### config.mk
export PLATFORM = sky130hd
export DESIGN_NAME = host_cmd_handler_flat
export DESIGN_NICKNAME = d
export VERILOG_FILES = /design/src/rtl/host_cmd_pkg.sv /design/src/rtl/bridge_driver_if.sv /design/src/rtl/host_cmd_handler.sv /design/src/flat_wrapper.sv
export SDC_FILE = /design/constraint.sdc
export NUM_CORES = 1
export LEC_CHECK = 0
export CELL_PAD_IN_SITES_DETAIL_PLACEMENT = 1
export CELL_PAD_IN_SITES_GLOBAL_PLACEMENT = 1
export CORE_UTILIZATION = 38
export DETAILED_ROUTE_END_ITERATION = 7
export HOLD_SLACK_MARGIN = 0.03
export PLACE_DENSITY_LB_ADDON = 0.05
export SYNTH_ARGS = -nofsm -noshare
export SYNTH_HDL_FRONTEND = slang
export SYNTH_SLANG_ARGS = --single-unit
### constraint.sdc
create_clock -name clk -period 3.9 [get_ports clk]
set_input_delay 1.17 -clock clk [delete_from_list [all_inputs] [get_ports clk]]
set_output_delay 1.17 -clock clk [all_outputs]
set_load 0.01 [all_outputs]
### src/rtl/host_cmd_pkg.sv
// Shared constants, result/status codes and FSM state type for the host command handler.
package host_cmd_pkg;

    localparam logic [15:0] HOST_CMD_STATUS            = 16'h0000;
    localparam logic [15:0] HOST_CMD_RESET_ENTER       = 16'h0010;
    localparam logic [15:0] HOST_CMD_RESET_EXIT        = 16'h0011;
    localparam logic [15:0] HOST_CMD_DATASLOT_COMPLETE = 16'h008F;
    localparam logic [15:0] HOST_CMD_RTC               = 16'h0090;

    localparam logic [15:0] RESULT_OK      = 16'h0000;
    localparam logic [15:0] RESULT_TIMEOUT = 16'h0002;
    localparam logic [15:0] RESULT_UNKNOWN = 16'hFFFF;

    localparam logic [7:0] STATUS_BOOTING = 8'h01;
    localparam logic [7:0] STATUS_IDLE    = 8'h03;
    localparam logic [7:0] STATUS_RUNNING = 8'h04;

    typedef enum logic [2:0] {
        ST_IDLE,
        ST_EXEC,
        ST_WAIT_READY,
        ST_DONE,
        ST_DRAIN
    } host_cmd_state_e;

endpackage

### src/rtl/bridge_driver_if.sv
// Command port between bridge_driver (master) and the host command handler (slave).
// Handshake: master raises valid with word/param stable; slave pulses done for one
// cycle with result/response valid; master drops valid the cycle after seeing done.
interface bridge_driver_if (
    input logic clk
);
    logic               valid;
    logic [15:0]        word;
    logic [0:3][31:0]   param;
    logic [15:0]        progress;
    logic               done;
    logic [15:0]        result;
    logic [127:0]       response;

    modport master (
        output valid, word, param,
        input  progress, done, result, response
    );

    modport slave (
        input  valid, word, param,
        output progress, done, result, response
    );
endinterface

### src/rtl/host_cmd_handler.sv
// Executes host commands from bridge_driver: status, core reset control with a
// core-ready timeout, data slot completion strobe and real-time clock update.
module host_cmd_handler
    import host_cmd_pkg::*;
#(
    parameter logic [31:0] TIMEOUT_CYCLES = 32'd7_425_000
) (
    input  logic            clk,
    input  logic            reset_n,
    bridge_driver_if.slave  cmd,
    input  logic            boot_done,
    input  logic            core_ready,
    output logic            core_reset_n,
    output logic            dataslot_all_complete,
    output logic [31:0]     rtc_epoch,
    output logic [31:0]     rtc_date,
    output logic [31:0]     rtc_time,
    output logic            rtc_valid,
    output host_cmd_state_e state
);

    host_cmd_state_e state_q, state_d;
    logic [15:0]     word_q;
    logic [31:0]     param0_q, param1_q, param2_q;
    logic [31:0]     counter_q;
    logic [15:0]     result_q;
    logic [15:0]     exec_result;
    logic [7:0]      status_code;
    logic            timeout_hit;

    assign timeout_hit = (counter_q == TIMEOUT_CYCLES - 32'd1);
    assign state       = state_q;

    always_comb begin
        status_code = STATUS_RUNNING;
        if (!boot_done)
            status_code = STATUS_BOOTING;
        else if (!core_reset_n)
            status_code = STATUS_IDLE;
        case (word_q)
            HOST_CMD_STATUS:            exec_result = {8'h00, status_code};
            HOST_CMD_RESET_ENTER,
            HOST_CMD_RESET_EXIT,
            HOST_CMD_DATASLOT_COMPLETE,
            HOST_CMD_RTC:               exec_result = RESULT_OK;
            default:                    exec_result = RESULT_UNKNOWN;
        endcase
    end

    always_comb begin
        state_d = state_q;
        case (state_q)
            ST_IDLE:       if (cmd.valid) state_d = ST_EXEC;
            ST_EXEC:       state_d = (word_q == HOST_CMD_RESET_EXIT) ? ST_WAIT_READY : ST_DONE;
            ST_WAIT_READY: if (core_ready || timeout_hit) state_d = ST_DONE;
            ST_DONE:       state_d = ST_DRAIN;
            // Hold here until bridge_driver drops valid so one request runs only once.
            ST_DRAIN:      if (!cmd.valid) state_d = ST_IDLE;
            default:       state_d = ST_IDLE;
        endcase
    end

    always_ff @(posedge clk or negedge reset_n) begin
        if (!reset_n) begin
            state_q      <= ST_IDLE;
            word_q       <= '0;
            param0_q     <= '0;
            param1_q     <= '0;
            param2_q     <= '0;
            counter_q    <= '0;
            result_q     <= '0;
            core_reset_n <= 1'b0;
            rtc_epoch    <= '0;
            rtc_date     <= '0;
            rtc_time     <= '0;
            rtc_valid    <= 1'b0;
        end else begin
            state_q   <= state_d;
            rtc_valid <= 1'b0;
            case (state_q)
                ST_IDLE: begin
                    if (cmd.valid) begin
                        word_q   <= cmd.word;
                        param0_q <= cmd.param[0];
                        param1_q <= cmd.param[1];
                        param2_q <= cmd.param[2];
                    end
                end
                ST_EXEC: begin
                    if (word_q == HOST_CMD_RESET_EXIT) begin
                        core_reset_n <= 1'b1;
                        counter_q    <= '0;
                    end else begin
                        result_q <= exec_result;
                    end
                    if (word_q == HOST_CMD_RESET_ENTER)
                        core_reset_n <= 1'b0;
                    if (word_q == HOST_CMD_RTC) begin
                        rtc_epoch <= param0_q;
                        rtc_date  <= param1_q;
                        rtc_time  <= param2_q;
                        rtc_valid <= 1'b1;
                    end
                end
                ST_WAIT_READY: begin
                    // core_ready takes priority over a coincident timeout.
                    if (core_ready)
                        result_q <= RESULT_OK;
                    else if (timeout_hit)
                        result_q <= RESULT_TIMEOUT;
                    else
                        counter_q <= counter_q + 32'd1;
                end
                default: ;
            endcase
        end
    end

    assign cmd.done              = (state_q == ST_DONE);
    assign cmd.result            = result_q;
    assign cmd.response          = '0;
    assign cmd.progress          = (state_q == ST_WAIT_READY) ? counter_q[31:16] : 16'h0000;
    assign dataslot_all_complete = (state_q == ST_EXEC) && (word_q == HOST_CMD_DATASLOT_COMPLETE);

endmodule

### src/flat_wrapper.sv
// flat-port wrapper written by rule: the top's interface ports become plain ports
module host_cmd_handler_flat import host_cmd_pkg::*;
#(
    parameter logic [31:0] TIMEOUT_CYCLES = 32'd7_425_000
)
  (clk, reset_n, boot_done, core_ready, core_reset_n, dataslot_all_complete, rtc_epoch, rtc_date, rtc_time, rtc_valid, state, cmd_valid, cmd_word, cmd_param, cmd_progress, cmd_done, cmd_result, cmd_response);
  bridge_driver_if cmd_i (.clk(clk));
  input  logic clk;
  input  logic reset_n;
  input  logic boot_done;
  input  logic core_ready;
  output logic core_reset_n;
  output logic dataslot_all_complete;
  output logic [31:0] rtc_epoch;
  output logic [31:0] rtc_date;
  output logic [31:0] rtc_time;
  output logic rtc_valid;
  output host_cmd_state_e state;
  input wire logic [$bits(cmd_i.valid)-1:0] cmd_valid;
  input wire logic [$bits(cmd_i.word)-1:0] cmd_word;
  input wire logic [$bits(cmd_i.param)-1:0] cmd_param;
  output wire logic [$bits(cmd_i.progress)-1:0] cmd_progress;
  output wire logic [$bits(cmd_i.done)-1:0] cmd_done;
  output wire logic [$bits(cmd_i.result)-1:0] cmd_result;
  output wire logic [$bits(cmd_i.response)-1:0] cmd_response;
  assign cmd_i.valid = cmd_valid;
  assign cmd_i.word = cmd_word;
  assign cmd_i.param = cmd_param;
  assign cmd_progress = cmd_i.progress;
  assign cmd_done = cmd_i.done;
  assign cmd_result = cmd_i.result;
  assign cmd_response = cmd_i.response;
  host_cmd_handler #(.TIMEOUT_CYCLES(TIMEOUT_CYCLES)) u_core (.clk(clk), .reset_n(reset_n), .cmd(cmd_i), .boot_done(boot_done), .core_ready(core_ready), .core_reset_n(core_reset_n), .dataslot_all_complete(dataslot_all_complete), .rtc_epoch(rtc_epoch), .rtc_date(rtc_date), .rtc_time(rtc_time), .rtc_valid(rtc_valid), .state(state));
endmodule
==> results of run 1 <==
==> routing by layer <==
| layer | share of wire (%) | up-vias | global-route usage [%] | wire length [µm] |
|---|---|---|---|---|
| met5 | 0 | - | 0 | 0 |
| met4 | 2.0 | 0 | 4.54 | 522 |
| met3 | 11 | 38 | 7.41 | 2820 |
| met2 | 46 | 243 | 28.3 | 12300 |
| met1 | 41 | 3564 | 22.8 | 10900 |
| li1 | - | 3262 | - | - |
==> critical path, stage by stage, from the launching register on <==
cell and delay [ps]:
dfrtp_1 370, nor4_1 440, nand4_1 160, buf_4 190
nor2_1 90, clkdlybuf4s50_1 560
==> kinds of logic after synthesis <==
| group | count (synthesis) | synth area share [%] |
|---|---|---|
| other | 1 | 0.0335 |
| buffers and inverters | 178 | 10.8 |
| AO/OA/AOI/OAI | 18 | 1.16 |
| flip-flops | 249 | 55.7 |
| XOR/XNOR | 26 | 2.04 |
| adder cells (fa/ha/maj) | 1 | 0.112 |
| multiplexers | 211 | 21.3 |
| AND/OR/NAND/NOR | 189 | 8.86 |
==> final timing paths <==
check / end / cells past startpoint
setup / recovery: dataslot_all_complete / 5
hold / removal: u_core.rtc_epoch[7] / 1
setup reg to reg: u_core.counter_q[29] / 7
hold reg to reg: u_core.rtc_epoch[7] / 1
max in group asynchronous: u_core.param1_q[29] / 2
min in group asynchronous: u_core.counter_q[25] / 1
==> flip-flops by register name, summed over array words and instances (netlist names) <==
register and flops:
u_core.counter_q 32, u_core.param0_q 32, u_core.param1_q 32, u_core.param2_q 32, u_core.rtc_date 32, u_core.rtc_epoch 32, u_core.rtc_time 32, u_core.word_q 16
u_core.cmd.result 4, u_core.state 3, u_core.core_reset_n 1, u_core.rtc_valid 1
==> power by group <==
group / leakage, µW / internal, µW / switching, µW
clock: 0.000488 / 1640 / 1100
sequential: 0.00310 / 3270 / 413
combinational: 0.00283 / 1240 / 843
==> area by class of cell <==
type	count	area, µm²	area share [%]
timing repair buffer	270	2740	18.6
clock inverter	13	136	0.929
tap	384	480	3.27
multi-input combinational	573	4240	28.9
sequential	249	6230	42.4
clock buffer	41	841	5.73
inverter	4	15.0	0.102
antenna	1	2.50	0.0170
==> per-stage QoR <==
stage,power (µW),hold slack (ps),setup slack (ps),instances,cell area [µm²]
CTS,8660,504,291,1534,14700
detailed placement,5850,490,460,1480,13700
finish,8510,500,356,1535,14700
global placement,5770,481,527,1480,13700
global route,9030,514,84.8,1534,14700
floorplan,5120,475,1210,1000,11700
==> placed cells by master (no fill, tap or decap), drive strengths merged, types with 2 or more instances in the layout <==
master	count
clkbuf	41
clkinv	8
dfrtp	249
inv	6
nor2	49
or4	2
mux2	211
bufinv	2
nor3b	4
nand2	18
nor4b	3
conb	128
a21o	2
and2	17
xnor2	26
nor2b	5
or2	3
nand3	25
nor4	13
and3	6
nor4bb	2
clkdlybuf4s50	250
a221o	2
nor3	27
nand4	10
a21oi	3
o21ai	3
buf	20
==> impl_summary.log, run 1 <==
INFO  metric run_status = finished, final reports clean
INFO  metric ctsResizeCount = 0
INFO  metric count_of_input_and_output_buffers = between 200 and 300
INFO  metric crit_path_max_fo = 5
INFO  metric max_cap_viol = 0
INFO  metric rsz0062_at_grt = false
INFO  metric ctsLongestPathBuffers = 3
INFO  metric die_x = 174 µm
INFO  metric synthTopCellsByArea = dfrtp_1 (56%), mux2_2 (21%), buf_4 (9.4%)
INFO  metric final.period_utilization = around nine tenths
INFO  metric grt_overflow = 0
INFO  metric yosysUniqueCellTypes = 45
INFO  metric synth.most_common_cell = dfrtp_1
INFO  metric top_level_ports = between 400 and 500
INFO  metric clockRootBuffer = clkbuf_16
INFO  metric remaining_drc_errors = 0
INFO  metric syn_area = between 0.01 and 0.015 mm²
INFO  metric cts_num_sinks = roughly 250
INFO  metric detail_route.wirelength = approximately 27000 µm
INFO  metric max_slew_margin = 52.4%
INFO  metric synth-edff-count = 0
INFO  metric reg2reg_slack = 1000 ps
INFO  metric detail_route.first_pass.iterations = 4
INFO  metric yosys_warnings = 0
INFO  metric hold_path.startpoint = u_core.param0_q[7]
INFO  metric clk_transition_reported_paths = 60 ps
INFO  metric yosys-top-cells-count = dfrtp_1 (249), mux2_2 (210), buf_4 (140)
INFO  metric timing.clock.skew = between 10 and 15 ps
INFO  metric post_cts_buffers = 0
INFO  metric slew_viol_final = 0
INFO  metric post_synth.cell_area_avg = roughly 13 µm²
INFO  metric number_of_fill_cells_in_the_layout = 3018
INFO  metric synth_top_area_share = around 56%
INFO  metric drt_iter0_markers = 282
INFO  metric leakage = 0.00642 µW
INFO  metric via_count_of_the_first_global_routing_pass = between 7000 and 8000
INFO  metric largest_net_degree_at_the_start_of_global_routing = 75
INFO  metric clock_insertion_delay_worst_skew = approximately 560 ps
INFO  metric cts_tree = yes
INFO  metric timing.fmax = between 200 and 300 MHz
INFO  metric syn_inst = about 870
INFO  metric yosys.area.top_type = dfrtp_1
INFO  metric setup_viol = 0
INFO  metric worst_slew_pin_slew = 714 ps
INFO  metric reg2reg_from = u_core.word_q[5]
INFO  metric cts_max_level = 1
INFO  metric synth.ff_latch_count = around 250
INFO  metric cellPowerDensity = between 500 and 600 mW/mm²
INFO  metric synth.yosys.seq_area_share = 55.7%
INFO  metric dieHeight = between 150 and 200 µm
INFO  metric min-delay-path-class = reg2reg
INFO  metric timing.critical_path.from_type = flip-flop
INFO  metric num-nets-final = 1277
INFO  metric global_route_wire_length_before_repair = 43200 µm
INFO  metric cts_made_buffers = 29
INFO  metric postSynth.topFlopCell = dfrtp_1
INFO  metric hold_violations = 0
INFO  metric initial_utilization = about two fifths
INFO  metric area_added_between_synthesis_and_finish = 31.3%
INFO  metric post-route-min-period = approximately 3500 ps
INFO  metric worst-endpoint-required = 2730 ps
INFO  metric hpwlAfterDp = around 18000 µm
INFO  metric final_antenna_net_count = 0
INFO  metric core-area = a little under 0.03 mm²
INFO  metric num_vias = 7107
INFO  metric finalSetupTns = 0 ps
INFO  metric ctsHoldBuffers = 0
INFO  metric drt-vias-per-instance = ~4.6
INFO  metric layout-drive-gt1-share = 25.0%
INFO  metric max-vdd-ir-drop = 0.000384 V
INFO  metric antenna_found_initial = 2
INFO  metric gp_congestion = 0.771
INFO  metric synth-async-reset-ratio = between 90% and 100%
INFO  metric route.detailed.wl_per_inst = 17.3 µm
INFO  metric crit_start = u_core.word_q[5]
INFO  metric design.die.area = ~0.03 mm²
INFO  metric grt_util_all_layers = 18.0%
INFO  metric crit_path_end_kind = output port
INFO  metric final_core_utilization = 50.9%
INFO  metric crit_type = reg2out
INFO  metric fp-row-count = a little over 60
INFO  metric crit_path_arrival_time = approximately 2400 ps
Power figures use the tool's default switching activity.
==> run 2, diff against run 1 <==
- CAP_MARGIN: not set -> 25
==> results of run 2 <==
The final DEF is identical to that of run 1; final timing and power are the same.
==> run 3, diff against run 2 <==
--- a/config.mk
+++ b/config.mk
@@ -9,7 +9,7 @@
 export CELL_PAD_IN_SITES_DETAIL_PLACEMENT = 1
 export CELL_PAD_IN_SITES_GLOBAL_PLACEMENT = 1
+export CORE_MARGIN = 2
 export CORE_UTILIZATION = 38
 export DETAILED_ROUTE_END_ITERATION = 7
-export HOLD_SLACK_MARGIN = 0.03
 export PLACE_DENSITY_LB_ADDON = 0.05
 export SYNTH_ARGS = -nofsm -noshare
==> constraint.sdc (replaced) <==
create_clock -name clk -period 3.9 [get_ports clk]
set_input_delay 1.17 -clock clk [delete_from_list [all_inputs] [get_ports clk]]
set_output_delay 1.17 -clock clk [all_outputs]
set_load 0.1 [all_outputs]
==> run 3 against run 2 <==
  * Largest cell class unchanged
  * Flip-flop and latch count unchanged
  * Highest routed layer is now met5
  * Combinational power up 87%
  * Clock-buffer cell count decreased by 3
  * Design area decreased by 0.19%
  * Setup slack improved by 110 ps
  * Largest power group is now combinational logic
  * Wire length rose by 1.4%
==> impl_summary.log, run 3 (synthesis results as in run 1) <==
INFO  metric antenna_found_initial = 4 (+2)
INFO  metric timing.critical_path.max_delay_family = simple AND/OR/NAND/NOR gates
INFO  metric drt_iter0_markers = 283 (+0.35%)
INFO  metric slew_viol_final = 0 (unchanged)
INFO  metric cpPeakStageDelay = 480 ps (-80 ps)
INFO  metric post-route-min-period = 3440 ps (-106 ps)
INFO  metric clk_transition_reported_paths = 50 ps (about the same)
INFO  metric cts_made_buffers = 29 (unchanged)
INFO  metric detail_route.first_pass.iterations = 4 (unchanged)
INFO  metric crit_path_end_kind = output port
INFO  metric hold_violations = 0 (unchanged)
INFO  metric max_slew_margin = 34.7% (-18 points)
INFO  metric global_route_wire_length_before_repair = 43000 µm (-0.38%)
INFO  metric num_vias = 7144 (+0.52%)
INFO  metric drt-vias-per-instance = 4.66 (+0.72%)
INFO  metric gp_congestion = 0.734 (-4.8%)
INFO  metric post_cts_buffers = 0 (unchanged)
INFO  metric crit_path_arrival_time = 2270 ps (-100 ps)
INFO  metric dieHeight = 176 µm (+1.2%)
INFO  metric worst_path_slowest_cell = nor4_1
INFO  metric rsz0062_at_grt = false
INFO  metric worst-endpoint-required = 2730 ps (about the same)
INFO  metric initial_utilization = 38.7% (unchanged)
INFO  metric design.die.area = 0.0308 mm² (+2.3%)
INFO  metric critPathBufInv = 1 (-1)
INFO  metric cts_num_sinks = 249 (unchanged)
INFO  metric layout_common_cells = dfrtp_1 (249), mux2_2 (210), clkdlybuf4s50_1 (149)
INFO  metric top_level_ports = 412 (unchanged)
INFO  metric via_count_of_the_first_global_routing_pass = 7621 (+1.3%)
INFO  metric num-nets-final = 1275 (-0.16%)
INFO  metric number_of_fill_cells_in_the_layout = 3042 (+0.80%)
INFO  metric core-area = 0.0289 mm² (unchanged)
INFO  metric cellPowerDensity = 715 mW/mm² (+23%)
INFO  metric die_x = 176 µm (+1.2%)
INFO  metric pre_cts_ws = 483 ps (+22.3 ps)
INFO  metric dp_cells = 1478 (-0.14%)
INFO  metric ctsLongestPathBuffers = 3 (unchanged)
INFO  metric ctsHoldBuffers = 0 (unchanged)
INFO  metric diodes = 0 (-1)
INFO  metric final.period_utilization = 88.2% (-2.7 points)
INFO  metric finalWorstSetupSlack = 461 ps (+106 ps)
INFO  metric clockRootBuffer = clkbuf_16
INFO  metric grt_util_all_layers = 17.5% (-0.49 points)
INFO  metric clock_insertion_delay_worst_skew = 560 ps (about the same)
INFO  metric run_status = finished, final reports clean
INFO  metric cts_tree = yes
INFO  metric final_antenna_net_count = 0 (unchanged)
INFO  metric ctsResizeCount = 0 (unchanged)
INFO  metric most_common_cell_after_layout_fill_and_taps_aside = dfrtp_1
INFO  metric timing.clock.skew = 21.4 ps (+8.49 ps)
INFO  metric max-vdd-ir-drop = 0.000309 V (-20%)
INFO  metric area_added_between_synthesis_and_finish = 31.1%
INFO  metric hpwlAfterDp = 18900 µm (+2.3%)
INFO  metric layout-drive-gt1-share = 33.9% (+8.9 points)
INFO  metric fp-row-count = 62 (unchanged)
INFO  metric leakage = 0.00667 µW (+3.9%)
INFO  metric setup_viol = 0 (unchanged)
INFO  metric remaining_drc_errors = 0 (unchanged)
INFO  metric timing.fmax = 291 MHz (+3.1%)
INFO  metric cts_max_level = 1 (unchanged)
INFO  metric finalSetupTns = 0 ps (unchanged)
INFO  metric max_cap_viol = 0 (unchanged)
INFO  metric detail_route.wirelength = 26900 µm (+1.4%)
INFO  metric timing.critical_path.from_type = flip-flop
INFO  metric crit_type = reg2out
INFO  metric count_of_input_and_output_buffers = 251 (unchanged)
INFO  metric crit_path_max_fo = 5 (unchanged)
INFO  metric route.detailed.wl_per_inst = 17.6 µm (+1.6%)
INFO  metric grt_overflow = 0 (unchanged)
INFO  metric finalNonFillerCells = 1532 (-0.20%)
INFO  metric min-delay-path-class = reg2reg
INFO  metric worst_slew_pin_slew = 976 ps (+262 ps)
INFO  metric cp_cell_sequence = nor4_1 -> nand4_1 -> nor2_2 -> buf_4
INFO  metric final_core_utilization = 50.8% (-0.095 points)
INFO  metric largest_net_degree_at_the_start_of_global_routing = 97 (+29%)
run 3: path summary, 6_finish.rpt:
path	endpoint	cells after the start	slack [ps]	startpoint
min	u_core.rtc_time[30]	1	500	u_core.param2_q[30]
max	dataslot_all_complete	4	460	u_core.word_q[5]
max reg2reg	u_core.counter_q[29]	6	850	u_core.word_q[5]
max in group asynchronous	u_core.rtc_time[11]	2	2440	reset_n
min reg2reg	u_core.rtc_time[30]	1	500	u_core.param2_q[30]
min in group asynchronous	u_core.counter_q[16]	1	660	reset_n
run 3: metrics by stage:
| stage | power, µW | hold WS, ps | cell area (µm²) |
|---|---|---|---|
| 2_1_floorplan | 6800 | 475 | 11700 |
| 3_3_place_gp | 7580 | 481 | 13600 |
| 3_5_place_dp | 7670 | 489 | 13600 |
| 4_1_cts | 10600 | 502 | 14700 |
| 5_1_grt | 11000 | 513 | 14700 |
| 6_report | 10500 | 498 | 14700 |
run 3: final cells by class:
| type | count | area [µm²] | area share [%] |
|---|---|---|---|
| flip-flops and latches | 249 | 6230 | 42.5 |
| multi-input cells | 573 | 4250 | 29.0 |
| repair buffers | 268 | 2640 | 18.0 |
| clock buffers | 38 | 820 | 5.59 |
| well taps | 384 | 480 | 3.28 |
| clock inverters | 16 | 223 | 1.52 |
| inverters | 4 | 15.0 | 0.102 |
run 3: where the power goes:
| group | switching, µW | internal (µW) |
|---|---|---|
| clock network | 1090 | 1810 |
| logic | 2570 | 1330 |
| registers | 421 | 3270 |
| total | 4080 | 6410 |
run 3: routing by layer:
layer	up-vias	routed length [µm]	global-route usage, %	part of all wire [%]
li1	3258	-	-	-
met1	3608	10800	21.8	40
met2	245	12800	28.1	48
met3	27	2930	8.03	11
met4	6	338	3.31	1.3
met5	-	37	0	0.14
==> patch 1 (flow settings as in run 3) <==
Make the reset (`reset_n`) synchronous in one clocked block.
--- a/src/rtl/host_cmd_handler.sv
+++ b/src/rtl/host_cmd_handler.sv
@@ -61,5 +61,5 @@
     end
 
-    always_ff @(posedge clk or negedge reset_n) begin
+    always_ff @(posedge clk) begin
         if (!reset_n) begin
             state_q      <= ST_IDLE;
Formal check against the unedited RTL: differs if reset_n is asserted again (counterexample within 4 cycles, from zero or initial values and one cycle with reset_n low); with reset_n held inactive, the same outputs for 4 cycles.
==> patch 1 against run 3 <==
- wire length is 12% higher
- synthesized area is 6.1% lower
- die area is 6.0% lower
- setup slack worse by 0.12 ns
- cell area is 8.9% lower
- sequential cell count stayed put
- critical endpoint unchanged
- highest routed layer is now met4
Power is not compared: it rests on default switching activity, and its combinational part moved more than twofold at a synthesized area within 25%.
==> patch 1: results (changes against run 3) <==
Share of synthesized registers carrying an async set or reset: 0 (-1.00)
FF-to-FF Start: u_core.word_q[15]
GRT Util Overall: 0.202 (+0.0272)
Share of cells above drive strength 1: 0.103 (-0.236)
DP HPWL: 19,800 µm (+4.8%)
CP arrival: 2.39 ns (+0.12 ns)
Largest net degree at the start of global routing: 113 (+16%)
Filler Cell Count: 3,323 (+9.2%)
Unique masters post-synth: 49 (+8.9%)
First-pass GRT wire length: 47,300 µm (+9.9%)
TritonCTS Buffers: 28 (-3.4%)
Slew HR: 0.341 (-0.00613)
FF-to-FF End: u_core.rtc_time[4]
Vias post-DR: 9,047 (+27%)
WL/cell: 15.9 µm (-9.3%)
R2R setup slack: 1.11 ns (+0.26 ns)
WHS: 0.448 ns (-0.0494 ns)
Synth area leaders: dfxtp_1, nand2_1, a21oi_1
Clock skew: 0.00740 ns (-0.0140 ns)
Met3 Usage GRT: 0.0635 (-0.0168)
Gpl congestion: 0.782 (+6.5%)
Worst Hold End: u_core.rtc_epoch[1]
Status: finished, final reports clean
Post-synth top cells: nand2_1, dfxtp_1, a21oi_1
Clock Latency Late Sink: 0.54 ns (-0.02 ns)
Hold Crit Start: u_core.rtc_epoch[1]
Layout Nets: 1,683 (+32%)
Met1 Track Usage GR: 0.244 (+0.0267)
Placement Setup Slack: 0.860 ns (+0.378 ns)
Sequential-to-total area share from yosys stat: 0.475 (-0.0824)
Worst-path maximum fanout: 9 (+4)
-- patch 1: report_power, final --
group          internal (mW)  switching, mW
Sequential              2.71          0.113
Clock                   1.44           1.04
Combinational          0.365           1.44
-- patch 1: how the worst max path moves through the flow --
stage / start / slack, ns / endpoint / cells past startpoint
2_1_floorplan: u_core.state[1] / -0.01 / cmd_progress[11] / 3
3_3_place_gp: reset_n / 0.87 / u_core.rtc_time[14] / 4
3_5_place_dp: core_ready / 0.86 / u_core.counter_q[25] / 7
4_1_cts: u_core.state[0] / 0.35 / dataslot_all_complete / 4
5_1_grt: u_core.state[0] / 0.20 / dataslot_all_complete / 4
6_report: u_core.state[0] / 0.34 / dataslot_all_complete / 4
-- patch 1: layer usage --
layer | vias to the layer above | part of all wire
li1 | 4458 | -
met1 | 4279 | 0.42
met2 | 279 | 0.48
met3 | 31 | 0.085
met4 | 0 | 0.016
met5 | - | 0
-- patch 1: final cells by class --
type / count / share of cell area
antenna: 4 / 0.000750
clock buffer: 44 / 0.0622
clock inverter: 2 / 0.00159
inverter: 10 / 0.00319
multi-input combinational: 980 / 0.344
sequential: 249 / 0.373
tap: 341 / 0.0320
timing repair buffer: 264 / 0.183
-- patch 1: critical path, cell delays in order, from the launching register on --
cell	delay (ns)
dfxtp_1	0.51
nor3b_2	0.58
and2_1	0.23
and3_1	0.21
buf_4	0.31
-- patch 1: stage by stage --
| step | util | area [µm²] | std cells |
|---|---|---|---|
| floorplan | - | 11000 | 1462 |
| global placement | 0.462 | 12500 | 1844 |
| detailed placement | 0.462 | 12500 | 1844 |
| CTS | 0.493 | 13300 | 1890 |
| global route | 0.494 | 13300 | 1892 |
| finish | 0.494 | 13300 | 1894 |
-- patch 1: cells by family after synthesis --
logic type,share of synthesized area
AND/OR/NAND/NOR,0.247
flip-flops,0.475
buffers and inverters,0.137
AO/OA/AOI/OAI,0.115
XOR/XNOR,0.0225
multiplexers,0.00203
adder cells (fa/ha/maj),0.00119
other,0.000357
==> patch 2 (settings of run 3) <==
Made on the original files. `TIMEOUT_CYCLES` is set to 32'd7_425_000 in 2 places; all go to 32'd3712500.
--- a/src/rtl/host_cmd_handler.sv
+++ b/src/rtl/host_cmd_handler.sv
@@ -4,5 +4,5 @@
     import host_cmd_pkg::*;
 #(
-    parameter logic [31:0] TIMEOUT_CYCLES = 32'd7_425_000
+    parameter logic [31:0] TIMEOUT_CYCLES = 32'd3712500
 ) (
     input  logic            clk,
--- a/src/flat_wrapper.sv
+++ b/src/flat_wrapper.sv
@@ -2,5 +2,5 @@
 module host_cmd_handler_flat import host_cmd_pkg::*;
 #(
-    parameter logic [31:0] TIMEOUT_CYCLES = 32'd7_425_000
+    parameter logic [31:0] TIMEOUT_CYCLES = 32'd3712500
 )
   (clk, reset_n, boot_done, core_ready, core_reset_n, dataslot_all_complete, rtc_epoch, rtc_date, rtc_time, rtc_valid, state, cmd_valid, cmd_word, cmd_param, cmd_progress, cmd_done, cmd_result, cmd_response);
Function: same outputs for any inputs over 4 cycles, from zero or initial values and one cycle with reset_n low; that may be too few to reach the edited logic, so the function may still have changed.
==> patch 2 against run 3 <==
- synthesized area increased by 2.6%
- total power decreased by 9.4%
- hold slack worse by 0.00088 ns
- wire length up 3.3%
- cell area fell by 0.20%
- setup slack improved by 0.046 ns
- via count rose by 1.4%
- sequential cell count stayed put
- maximum frequency grew 1.3%
- critical endpoint unchanged
- highest routed layer unchanged
==> patch 2: results (changes against run 3) <==
H-tree depth: 1 (unchanged)
Clock Latency Late Sink: 0.57 ns
Post-DP Area: 13,700 µm² (+0.45%)
Syn_area_per_cell: 13.2 µm² (+2.8%)
ClkCell Share: 0.0647 (-0.00644)
CP peak stage delay: 0.59 ns (+0.11 ns)
Vias in the first global route: 7,492 (-1.7%)
WL/cell: 18.2 µm (+3.4%)
# diodes: 2 (+2)
Worst-path maximum fanout: 3 (-2)
R2R setup slack: 1.19 ns (+0.34 ns)
Clk_buf instances: 39 (+2.6%)
Psw: 3.54 mW (-13%)
Sequential-to-total area share from yosys stat: 0.543 (-0.0140)
Non-CTS inverters: 7 (+3)
Non-clock buffering overhead: 0.170 (-0.0104)
Initial DRC count: 276 (-2.5%)
DP HPWL: 19,700 µm (+4.2%)
CP max stage cell: or4_4
Post-CTS sizing: 0 (unchanged)
Multi-input gates: 566 (-1.2%)
Status: finished, final reports clean
Post-synth top cells: dfrtp_1, mux2_2, buf_4
Area Overhead vs Synth: 27.5%
FF-to-FF End: u_core.rtc_date[25]
Share of cells above drive strength 1: 0.337 (-0.00142)
WHS: 0.497 ns (-0.000876 ns)
GRT Util Overall: 0.173 (-0.00180)
Placed instance count: 1,479 (+0.068%)
Layout Nets: 1,269 (-0.47%)
TritonCTS Buffers: 28 (-3.4%)
Synth area leaders: dfrtp_1, mux2_2, buf_4
Worst Hold End: u_core.rtc_epoch[6]
DR pass1 iterations: 4 (unchanged)
Slew HR: 0.332 (-0.0158)
Design area: 14,600 µm² (-0.20%)
Final WL: 27,800 µm (+3.3%)
CTS Buffer Depth: 3 (unchanged)
Buffers on Ports: 251 (unchanged)
Area occupied by multi-input gates: 4450 µm² (+4.7%)
First-pass GRT wire length: 42,800 µm (-0.66%)
Max Fclk: 295 MHz (+1.3%)
Hold Crit Start: u_core.param0_q[6]
Maximum VDD drop: 0.000557 V (+81%)
Comb. pwr: 3.12 mW (-20%)
Unique masters post-synth: 50 (+11%)
Leakage power: 6.91 nW (+3.5%)
Clock-pin slew on the worst setup and hold paths: 0.06 ns
Filler Cell Count: 3,085 (+1.4%)
Gpl congestion: 0.731 (-0.40%)
Clock skew: 0.0428 ns (+0.0214 ns)
Via/cell ratio: 4.74 (+1.5%)
Flop pwr share: 0.387 (+0.035)
Placement Setup Slack: 0.554 ns (+0.0715 ns)
Clock Sinks: 249 (unchanged)
Postcts setup bufs: 0 (unchanged)
Share of synthesized registers carrying an async set or reset: 1.00 (unchanged)
Combinational Power Share: 0.329 (-0.043)
Non-clock buffer count: 267 (-0.37%)
FF-to-FF Start: u_core.word_q[13]
==> patch 2: metal layers <==
layer	routed length (µm)	vias up	GRT usage
met5	18	-	0
li1	-	3309	-
met2	13400	214	0.282
met1	11000	3672	0.209
met4	618	4	0.0461
met3	2710	46	0.0754
==> patch 2: worst max-delay path: cells and delay by family (launching register included) <==
kind	cells	cell delay [ns]
flops	1	0.37
buf+inv	1	0.30
simple gates	4	0.97
==> patch 2: cells by family (layout without fill, tap and decap cells) <==
group / after synthesis / count (layout) / share of synthesized area
AO/OA/AOI/OAI: 57 / 57 / 0.0315
XOR/XNOR: 6 / 6 / 0.00458
adder cells (fa/ha/maj): 2 / 2 / 0.00196
buffers and inverters: 183 / 323 / 0.113
flip-flops: 249 / 249 / 0.543
multiplexers: 211 / 211 / 0.220
other: 1 / 130 / 0.000327
AND/OR/NAND/NOR: 162 / 162 / 0.0857
